## config.mk

```make
export PLATFORM = sky130hd
export DESIGN_NAME = decode_stage
export DESIGN_NICKNAME = d
export VERILOG_FILES = /design/src/rtl/riscv_pkg.sv /design/src/rtl/register_file.sv /design/src/rtl/decode_stage.sv
export SDC_FILE = /design/constraint.sdc
export NUM_CORES = 2
export LEC_CHECK = 0
export CAP_MARGIN = 20
export CORE_ASPECT_RATIO = 0.9
export CORE_UTILIZATION = 57
export CTS_CLUSTER_DIAMETER = 150
export DETAILED_ROUTE_END_ITERATION = 10
export GPL_TIMING_DRIVEN = 1
export PLACE_DENSITY = 0.74
export SYNTH_ARGS = -nofsm -noshare
export SYNTH_HDL_FRONTEND = slang
export SYNTH_SLANG_ARGS = --single-unit
```

## constraint.sdc

```tcl
create_clock -name clk -period 91.1 [get_ports clk]
set_input_delay 9.11 -clock clk [delete_from_list [all_inputs] [get_ports clk]]
set_output_delay 9.11 -clock clk [all_outputs]
set_load 0.03 [all_outputs]
```

## src/rtl/riscv_pkg.sv

```systemverilog
// Shared RV64 decode definitions: opcodes, ALU operation classes, control and ID/EX bundles.
// Latency: n/a (types and constants only).
// Backpressure: n/a.
package riscv_pkg;

    localparam int XLEN  = 64;
    localparam int NREGS = 32;

    localparam logic [6:0] OP_RTYPE  = 7'b0110011;
    localparam logic [6:0] OP_IALU   = 7'b0010011;
    localparam logic [6:0] OP_LOAD   = 7'b0000011;
    localparam logic [6:0] OP_STORE  = 7'b0100011;
    localparam logic [6:0] OP_BRANCH = 7'b1100011;

    localparam logic [1:0] ALUOP_MEM = 2'b00;
    localparam logic [1:0] ALUOP_BR  = 2'b01;
    localparam logic [1:0] ALUOP_R   = 2'b10;
    localparam logic [1:0] ALUOP_I   = 2'b11;

    typedef struct packed {
        logic       branch;
        logic       mem_read;
        logic       mem_to_reg;
        logic       mem_write;
        logic       alu_src;
        logic       reg_write;
        logic [1:0] alu_op;
    } ctrl_t;

    typedef struct packed {
        logic            valid;
        logic [XLEN-1:0] inst_addr;
        logic [XLEN-1:0] read_data1;
        logic [XLEN-1:0] read_data2;
        logic [XLEN-1:0] imm;
        logic [4:0]      rs1;
        logic [4:0]      rs2;
        logic [4:0]      rd;
        logic [3:0]      funct4;
        ctrl_t           ctrl;
    } idex_t;

    // Only these formats carry a real rs2 field; others would raise false load-use hazards.
    function automatic logic uses_rs2(input logic [6:0] opcode);
        return (opcode == OP_RTYPE) || (opcode == OP_STORE) || (opcode == OP_BRANCH);
    endfunction

endpackage

```

## src/rtl/register_file.sv

```systemverilog
// 32x64 integer register file, two async read ports with write-through bypass, x0 hardwired to 0.
// Latency: reads combinational; writes visible to same-cycle reads via bypass, stored on the rising edge.
// Backpressure: none; writes are always accepted.
module register_file
    import riscv_pkg::*;
(
    input  logic            clk,
    input  logic            reset,
    input  logic [4:0]      rs1,
    input  logic [4:0]      rs2,
    output logic [XLEN-1:0] read_data1,
    output logic [XLEN-1:0] read_data2,
    input  logic            write_en,
    input  logic [4:0]      write_addr,
    input  logic [XLEN-1:0] write_data
);

    logic [XLEN-1:0] regs [NREGS];
    logic            wr_ok;

    assign wr_ok = write_en && (write_addr != 5'd0);

    always_ff @(posedge clk or posedge reset) begin
        if (reset) begin
            for (int i = 0; i < NREGS; i++) begin
                regs[i] <= '0;
            end
        end else if (wr_ok) begin
            regs[write_addr] <= write_data;
        end
    end

    // Bypass lets write-back and decode share a cycle without a forwarding hole.
    always_comb begin
        read_data1 = regs[rs1];
        if (rs1 == 5'd0) begin
            read_data1 = '0;
        end else if (wr_ok && (write_addr == rs1)) begin
            read_data1 = write_data;
        end

        read_data2 = regs[rs2];
        if (rs2 == 5'd0) begin
            read_data2 = '0;
        end else if (wr_ok && (write_addr == rs2)) begin
            read_data2 = write_data;
        end
    end

endmodule

```

## src/rtl/decode_stage.sv

```systemverilog
// RV64 instruction decode: register read, control/immediate generation, load-use detection, ID/EX register.
// Latency: 1 cycle from instruction_in to ex_*; hazard_stall is combinational.
// Backpressure: stall holds ID/EX; hazard_stall asks upstream to hold while a bubble is inserted.
module decode_stage
    import riscv_pkg::*;
(
    input  logic            clk,
    input  logic            reset,
    input  logic [31:0]     instruction_in,
    input  logic [XLEN-1:0] inst_addr_in,
    input  logic            stall,
    input  logic            flush,
    input  logic            wb_reg_write,
    input  logic [4:0]      wb_rd,
    input  logic [XLEN-1:0] wb_data,
    output logic            hazard_stall,
    output logic            ex_valid,
    output logic [XLEN-1:0] ex_inst_addr,
    output logic [XLEN-1:0] ex_read_data1,
    output logic [XLEN-1:0] ex_read_data2,
    output logic [XLEN-1:0] ex_imm,
    output logic [4:0]      ex_rs1,
    output logic [4:0]      ex_rs2,
    output logic [4:0]      ex_rd,
    output logic [3:0]      ex_funct4,
    output logic            ex_branch,
    output logic            ex_mem_read,
    output logic            ex_mem_to_reg,
    output logic            ex_mem_write,
    output logic            ex_alu_src,
    output logic            ex_reg_write,
    output logic [1:0]      ex_alu_op
);

    logic [6:0]      opcode;
    logic [4:0]      rs1;
    logic [4:0]      rs2;
    logic [4:0]      rd;
    logic [XLEN-1:0] rf_data1;
    logic [XLEN-1:0] rf_data2;
    ctrl_t           ctrl;
    logic [XLEN-1:0] imm;
    idex_t           idex_d;
    idex_t           idex_q;

    assign opcode = instruction_in[6:0];
    assign rd     = instruction_in[11:7];
    assign rs1    = instruction_in[19:15];
    assign rs2    = instruction_in[24:20];

    register_file u_register_file (
        .clk        (clk),
        .reset      (reset),
        .rs1        (rs1),
        .rs2        (rs2),
        .read_data1 (rf_data1),
        .read_data2 (rf_data2),
        .write_en   (wb_reg_write),
        .write_addr (wb_rd),
        .write_data (wb_data)
    );

    // Branch immediate stays in half-word units; EX applies the shift.
    always_comb begin
        ctrl = '0;
        imm  = '0;
        case (opcode)
            OP_RTYPE: begin
                ctrl.reg_write = 1'b1;
                ctrl.alu_op    = ALUOP_R;
            end
            OP_IALU: begin
                ctrl.alu_src   = 1'b1;
                ctrl.reg_write = 1'b1;
                ctrl.alu_op    = ALUOP_I;
                imm = {{(XLEN-12){instruction_in[31]}}, instruction_in[31:20]};
            end
            OP_LOAD: begin
                ctrl.alu_src    = 1'b1;
                ctrl.mem_to_reg = 1'b1;
                ctrl.reg_write  = 1'b1;
                ctrl.mem_read   = 1'b1;
                ctrl.alu_op     = ALUOP_MEM;
                imm = {{(XLEN-12){instruction_in[31]}}, instruction_in[31:20]};
            end
            OP_STORE: begin
                ctrl.alu_src   = 1'b1;
                ctrl.mem_write = 1'b1;
                ctrl.alu_op    = ALUOP_MEM;
                imm = {{(XLEN-12){instruction_in[31]}}, instruction_in[31:25], instruction_in[11:7]};
            end
            OP_BRANCH: begin
                ctrl.branch = 1'b1;
                ctrl.alu_op = ALUOP_BR;
                imm = {{(XLEN-12){instruction_in[31]}}, instruction_in[31], instruction_in[7],
                       instruction_in[30:25], instruction_in[11:8]};
            end
            default: begin
            end
        endcase
    end

    always_comb begin
        idex_d            = '0;
        idex_d.valid      = 1'b1;
        idex_d.inst_addr  = inst_addr_in;
        idex_d.read_data1 = rf_data1;
        idex_d.read_data2 = rf_data2;
        idex_d.imm        = imm;
        idex_d.rs1        = rs1;
        idex_d.rs2        = rs2;
        idex_d.rd         = rd;
        idex_d.funct4     = {instruction_in[30], instruction_in[14:12]};
        idex_d.ctrl       = ctrl;
    end

    assign hazard_stall = idex_q.valid && idex_q.ctrl.mem_read && (idex_q.rd != 5'd0) &&
                          ((idex_q.rd == rs1) || ((idex_q.rd == rs2) && uses_rs2(opcode)));

    // Flush beats stall so a taken branch can never leave a held wrong-path op in EX.
    always_ff @(posedge clk or posedge reset) begin
        if (reset) begin
            idex_q <= '0;
        end else if (flush) begin
            idex_q <= '0;
        end else if (!stall) begin
            if (hazard_stall) begin
                idex_q <= '0;
            end else begin
                idex_q <= idex_d;
            end
        end
    end

    assign ex_valid      = idex_q.valid;
    assign ex_inst_addr  = idex_q.inst_addr;
    assign ex_read_data1 = idex_q.read_data1;
    assign ex_read_data2 = idex_q.read_data2;
    assign ex_imm        = idex_q.imm;
    assign ex_rs1        = idex_q.rs1;
    assign ex_rs2        = idex_q.rs2;
    assign ex_rd         = idex_q.rd;
    assign ex_funct4     = idex_q.funct4;
    assign ex_branch     = idex_q.ctrl.branch;
    assign ex_mem_read   = idex_q.ctrl.mem_read;
    assign ex_mem_to_reg = idex_q.ctrl.mem_to_reg;
    assign ex_mem_write  = idex_q.ctrl.mem_write;
    assign ex_alu_src    = idex_q.ctrl.alu_src;
    assign ex_reg_write  = idex_q.ctrl.reg_write;
    assign ex_alu_op     = idex_q.ctrl.alu_op;

endmodule

```

======== Word-level counts from Yosys, hierarchy flattened ========
Index checks and enable logic that the tools add are counted.
word-level totals
  logic and storage cells ................. 106
  memories kept ........................... 0
  memory bits (writable) .................. 0
  input port bits ......................... 170
  bits in read-only memories .............. 0
  latch bits .............................. 0
  flip-flop bits (word level) ............. 2332
cells by class
  multipliers ............................. 0
  $lt $le $gt $ge ......................... 4
  bitwise operators ....................... 3
  $add $sub $neg .......................... 0
  mux-type cells .......................... 23
  eq/ne operators ......................... 10
  div/mod/pow operators ................... 0
  shifts and indexed selects .............. 0
  reduce and logical (&&, ||, !) cells .... 18
operator list
  cell                                                                     count
  2048-bit bitwise mux                                                     1
  284-bit two-way mux                                                      3
  64-bit binary-select mux with 5-bit select                               2
  64-bit two-way mux                                                       9
  64-bit demux with 5-bit select                                           1
  64-bit case mux with 3 select lines                                      1
  5-bit equality test                                                      4
  6-bit greater-or-equal comparator, second input constant                 3
  5-bit NOT with 6-bit output                                              3
  7-bit by 6-bit equality test with 1-bit output, second input constant    2
  5-bit logical NOT                                                        2
  5-bit nonzero test                                                       2
  1-bit logical AND                                                        8
  7-bit by 2-bit equality test with 1-bit output, second input constant    1
  7-bit by 5-bit equality test with 1-bit output, second input constant    1
  7-bit equality test, second input constant                               1
  6-bit by 1-bit < comparator with 1-bit output, second input constant     1
  2-bit case mux with 3 select lines                                       1
  3-bit OR reduction                                                       2
  1-bit two-way mux                                                        4
  1-bit logical OR                                                         3
  2-bit two-way mux                                                        1
  2-bit by 1-bit inequality test with 1-bit output, second input constant  1
  2-bit OR reduction                                                       1

======== Logic depth before layout (Yosys ltp) ========
  depth in word-level cells ............... 9
  gate-level depth with buffers ........... 13
  gate-level depth less buffers ........... 6

======== Modules after synthesis ========
Synthesis repeated with hierarchy kept, for this count alone.
second synthesis, totals
  cells, all modules ...................... 8668
  area, all modules ....................... 118931.6 µm²
by module, submodules not included
  module         instances  cells each  area an instance (µm²)
  register_file  1          7541        109033.3
  decode_stage   1          1127        9898.2

======== Worst setup path after synthesis ========
OpenSTA, ideal clock, no wires.
  kind .................................... input -> output
  start point ............................. input port instruction_in[19]
  end point ............................... output port hazard_stall
  data required time ...................... 81.990 ns
  slack ................................... 71.238 ns
  cell stages on the path ................. 9
  arrival time ............................ 10.752 ns
  path through ............................ buf_2 > xnor2_1 > nand3_1 > nor3_1 > o21ai_0 > buf_2 > buf_2 > buf_1 > inv_1
on the way
  word-level cells in the longest chain between the ends .. 3
RTL lines
  what                 RTL line             source
  start: declaration   decode_stage.sv:9    input logic [31:0] instruction_in,
  5-bit equality test  decode_stage.sv:118  ((idex_q.rd == rs1) || ((idex_q.rd == rs2) && uses_rs2(opcode)));
  1-bit logical OR     decode_stage.sv:118
  1-bit logical AND    decode_stage.sv:117  assign hazard_stall = idex_q.valid && idex_q.ctrl.mem_read && (idex_q.rd != 5'd0) &&
  end: declaration     decode_stage.sv:16   output logic hazard_stall,
No other way between the ends.

======== Worst setup path after layout ========
  start point ............................. input port instruction_in[3]
  end point ............................... output port hazard_stall
on the way
  word-level cells in the longest chain between the ends .. 6
RTL lines
  what                                            RTL line             source
  7-bit by 6-bit equality test with 1-bit output  riscv_pkg.sv:45      return (opcode == OP_RTYPE) || (opcode == OP_STORE) || (opcode == OP_BRANCH);
  1-bit logical OR                                riscv_pkg.sv:45
  1-bit logical OR (*)                            riscv_pkg.sv:45
  1-bit logical AND (*)                           decode_stage.sv:118
  1-bit logical OR (*)                            decode_stage.sv:118
  1-bit logical AND (*)                           decode_stage.sv:117
Mark *: on every way between the ends. The rest lies on a longest branch, timed or not.

==> results.toml <==
[finish]
area_delta_synth_final_pct = 12.11
n_fill_cell = 14590
final_core_util_pct = 64.34
layout-drive-gt1-share_pct = 45.11
seq_area_mm2 = 0.05703
nNetsFinal = 8123
multi_input_area_mm2 = 0.05725

[logic_synthesis]
synthTopCellsByArea = "dfrtp_1, mux2_2, mux4_2, mux2i_1, clkbuf_1"
ys_seq_area_share_pct = 48.19
netlist_area_mm2 = 0.1183
synth_edf_count = 0
synthCells = 8034
async_flop_share_pct = 100.0
yosysTopAreaCellShare_pct = 48.19
ys_ff_latch = 2279
yosysTopAreaCell = "dfrtp_1"
avgSynthCellArea_um2 = 14.73
synth_ff_type = "dfrtp_1"
ys_warn_count = 0
synth_fp_nets = 8204
ys_types = 58

[setup_path]
path_cells = "clkdlybuf4s50_1 -> and4bb_2 -> nand3_1 -> nor4_1 -> o21ai_4 -> buf_4 -> inv_1 -> clkdlybuf4s50_1"
worst-path-max-fanout = 6
setup.worst_path.start = "instruction_in[3]"
critPathKind = "input pin to output pin"
cp_slowest_cell = "clkdlybuf4s50_1"
path_common_cell = "clkdlybuf4s50_1"
crit_path_start_kind = "input pin"
endpoint_kind = "output pin"
arrival_ps = 11840
worstPathRequired_ps = 81990
reg2reg_from = "ex_rd[0]"
max_stage_delay_ps = 660

[clock_network]
clock-sinks = 2279
tritoncts = "done"
cts_buffers = 233
postCtsSetupRepairBufs = 0
clock_path_buffers = 3
cts-root-buf = "clkbuf_16"
cts.repair.resized = 0
ctsHoldBuffers = 0
clk_latency_ps = 900
htree_num_levels = 4
cts.clk_slew.worst_paths_ps = 60

[floorplan]
die_x_um = 482.3
start_util_pct = 57.39
ioPinCount = 455
core-area_mm2 = 0.2062
rows = 158
dieArea_mm2 = 0.2094
die_h_um = 434.3

[route]
drt_iter0_markers = 9022
wirelength_mm = 382.3
ant_nets = 0
vias = 78920
wl_met1_mm = 150.5
wl_met3_mm = 39.48
top_layer = "met5"
avgRoutedWirePerCell_um = 35.15
routed-wl-met2_mm = 174.6
route.detailed.drc = 0
viasPerCell = 7.256
firstDrtPassIters = 6

[power]
p_leak_uw = 0.05783
cellPowerDensity_mw_per_mm2 = 21.77
ir_worst_vdd_mv = 0.01678

[min_path]
hold_class = "register to register"
worstHoldStart = "u_register_file.regs[2000]"

[timing]
maxSlewViolCount = 0
fin_crit_ps = 20950
clock_skew_ps = 29.39
tightest_slew_ps = 1233
tns_ps = 0
rsz0062_at_grt = "no"
clock.fmax_ghz = 0.04774
finalHoldViolCount = 0
slew_headroom_pct = 17.80
fin_crit_sh_pct = 22.99
setup_viol = 0

[placed_design]
place_congestion = 0.8284
portBuffers = 454
hpwl_mm = 208.8

[status]
status = "completed"

[global_routing]
grt.total_usage_pct = 36.62
grt_start_max_net_pins = 183
grt_first_pass_wirelength_mm = 557.9
antenna_found_initial = 20
grt_overflow = 0
grt_pass1_vias = 80050

[run]
drv_cap = 0
==> where the power goes <==
group / leakage, uW / internal (uW) / switching, uW / total, uW
clock: 0.00391 / 571 / 419 / 990
sequential: 0.0294 / 1190 / 135 / 1330
combinational: 0.0245 / 335 / 235 / 570
==> metrics by stage <==
| stage | power (uW) | hold slack, ps | instances | setup slack (ps) | instance area (um2) |
|---|---|---|---|---|---|
| final | 2888 | 393.9 | 10880 | 70150 | 132700 |
| after global routing | 2992 | 409.4 | 10870 | 70110 | 132700 |
| after CTS | 2882 | 397.1 | 10830 | 70260 | 131900 |
| after detailed placement | 1899 | 383.7 | 10410 | 70260 | 124000 |
| after global placement | 1863 | 376.5 | 10400 | 70170 | 123800 |
| after floorplan | 1746 | 441.3 | 8034 | 17590 | 118300 |
==> state kept, by name, indices dropped and copies added (netlist names) <==
name                  flops
ex_funct4                 4
ex_branch                 1
ex_rs1                    5
ex_read_data2            64
ex_rs2                    5
ex_alu_src                1
ex_valid                  1
ex_alu_op                 2
ex_mem_read               1
ex_rd                     5
ex_inst_addr             64
ex_imm                   12
ex_read_data1            64
ex_mem_write              1
u_register_file.regs   2048
ex_reg_write              1
==> metal layers <==
metal / vias up / global-route usage [%]
met5: - / 0
met4: 8 / 16.19
met3: 922 / 8.848
met2: 4582 / 55.35
met1: 42440 / 50.60
li1: 30970 / -
==> final timing paths <==
check                                              to  slack, ps  cells after the start
setup / recovery                         hazard_stall      70150                      8
setup reg to reg                    ex_read_data2[48]      87380                      7
hold / removal             u_register_file.regs[2000]        390                      0
min in group asynchronous            ex_inst_addr[58]       8710                      2
max in group asynchronous  u_register_file.regs[1323]      77090                     10
hold reg to reg            u_register_file.regs[2000]        390                      0
==> cells by family after synthesis <==
group / Yosys count / synth area share [%]
AOI/OAI and AO/OA: 834 / 5.576
xor gates and xnor gates: 20 / 0.1480
buffers and inverters: 996 / 3.696
DFF: 2279 / 48.19
muxes: 3494 / 40.54
and+or+nand+nor: 411 / 1.848
==> placed cells by master (no fill, tap or decap), drive strengths merged, types with 6 or more instances in the layout <==
master	count
mux2	2197
a22oi	13
nand4	64
a21o	41
nor3	11
a21oi	82
o31ai	7
o22ai	76
and3	56
o211ai	32
a22o	87
a221o	114
o21bai	7
a221oi	76
and2	6
mux4	819
mux2i	478
dfrtp	2279
a211oi	86
clkbuf	367
nand3	19
and4	18
nand2	164
clkdlybuf4s50	444
o21ai	33
a32oi	13
xor2	10
nor2b	35
nor2	13
clkinv	50
xnor2	10
a211o	7
buf	216
inv	9
diode	16
o221ai	144
bufinv	16
==> critical path: cells and delay by family <==
family	cells	cell delay, ps
AOI/OAI and AO/OA	1	180
buffers and inverters	4	1500
and+or+nand+nor	3	1020
==> synth_stat cells (all sizes together) (11+ instances only) <==
| cell type | n |
|---|---|
| dfrtp | 2279 |
| mux2 | 2197 |
| mux4 | 819 |
| clkbuf | 679 |
| mux2i | 478 |
| buf | 312 |
| nand2 | 164 |
| o221ai | 144 |
| a221o | 114 |
| a22o | 87 |
| a211oi | 86 |
| a21oi | 82 |
| a221oi | 76 |
| o22ai | 76 |
| nand4 | 64 |
| and3 | 56 |
| a21o | 41 |
| nor2b | 35 |
| o21ai | 33 |
| o211ai | 32 |
| nand3 | 19 |
| and4 | 18 |
| a22oi | 13 |
| a32oi | 13 |
| nor2 | 13 |
| nor3 | 11 |
==> area by class of cell <==
class | count | area share [%]
Timing Repair Buffer | 675 | 5.298
Multi-Input combinational cell | 4759 | 43.15
Clock inverter | 71 | 0.6838
Antenna cell | 16 | 0.03018
Clock buffer | 352 | 5.263
Tap cell | 2720 | 2.565
Inverter | 5 | 0.02169
Sequential cell | 2279 | 42.99
Note: power is estimated with default switching activity, not from simulation.
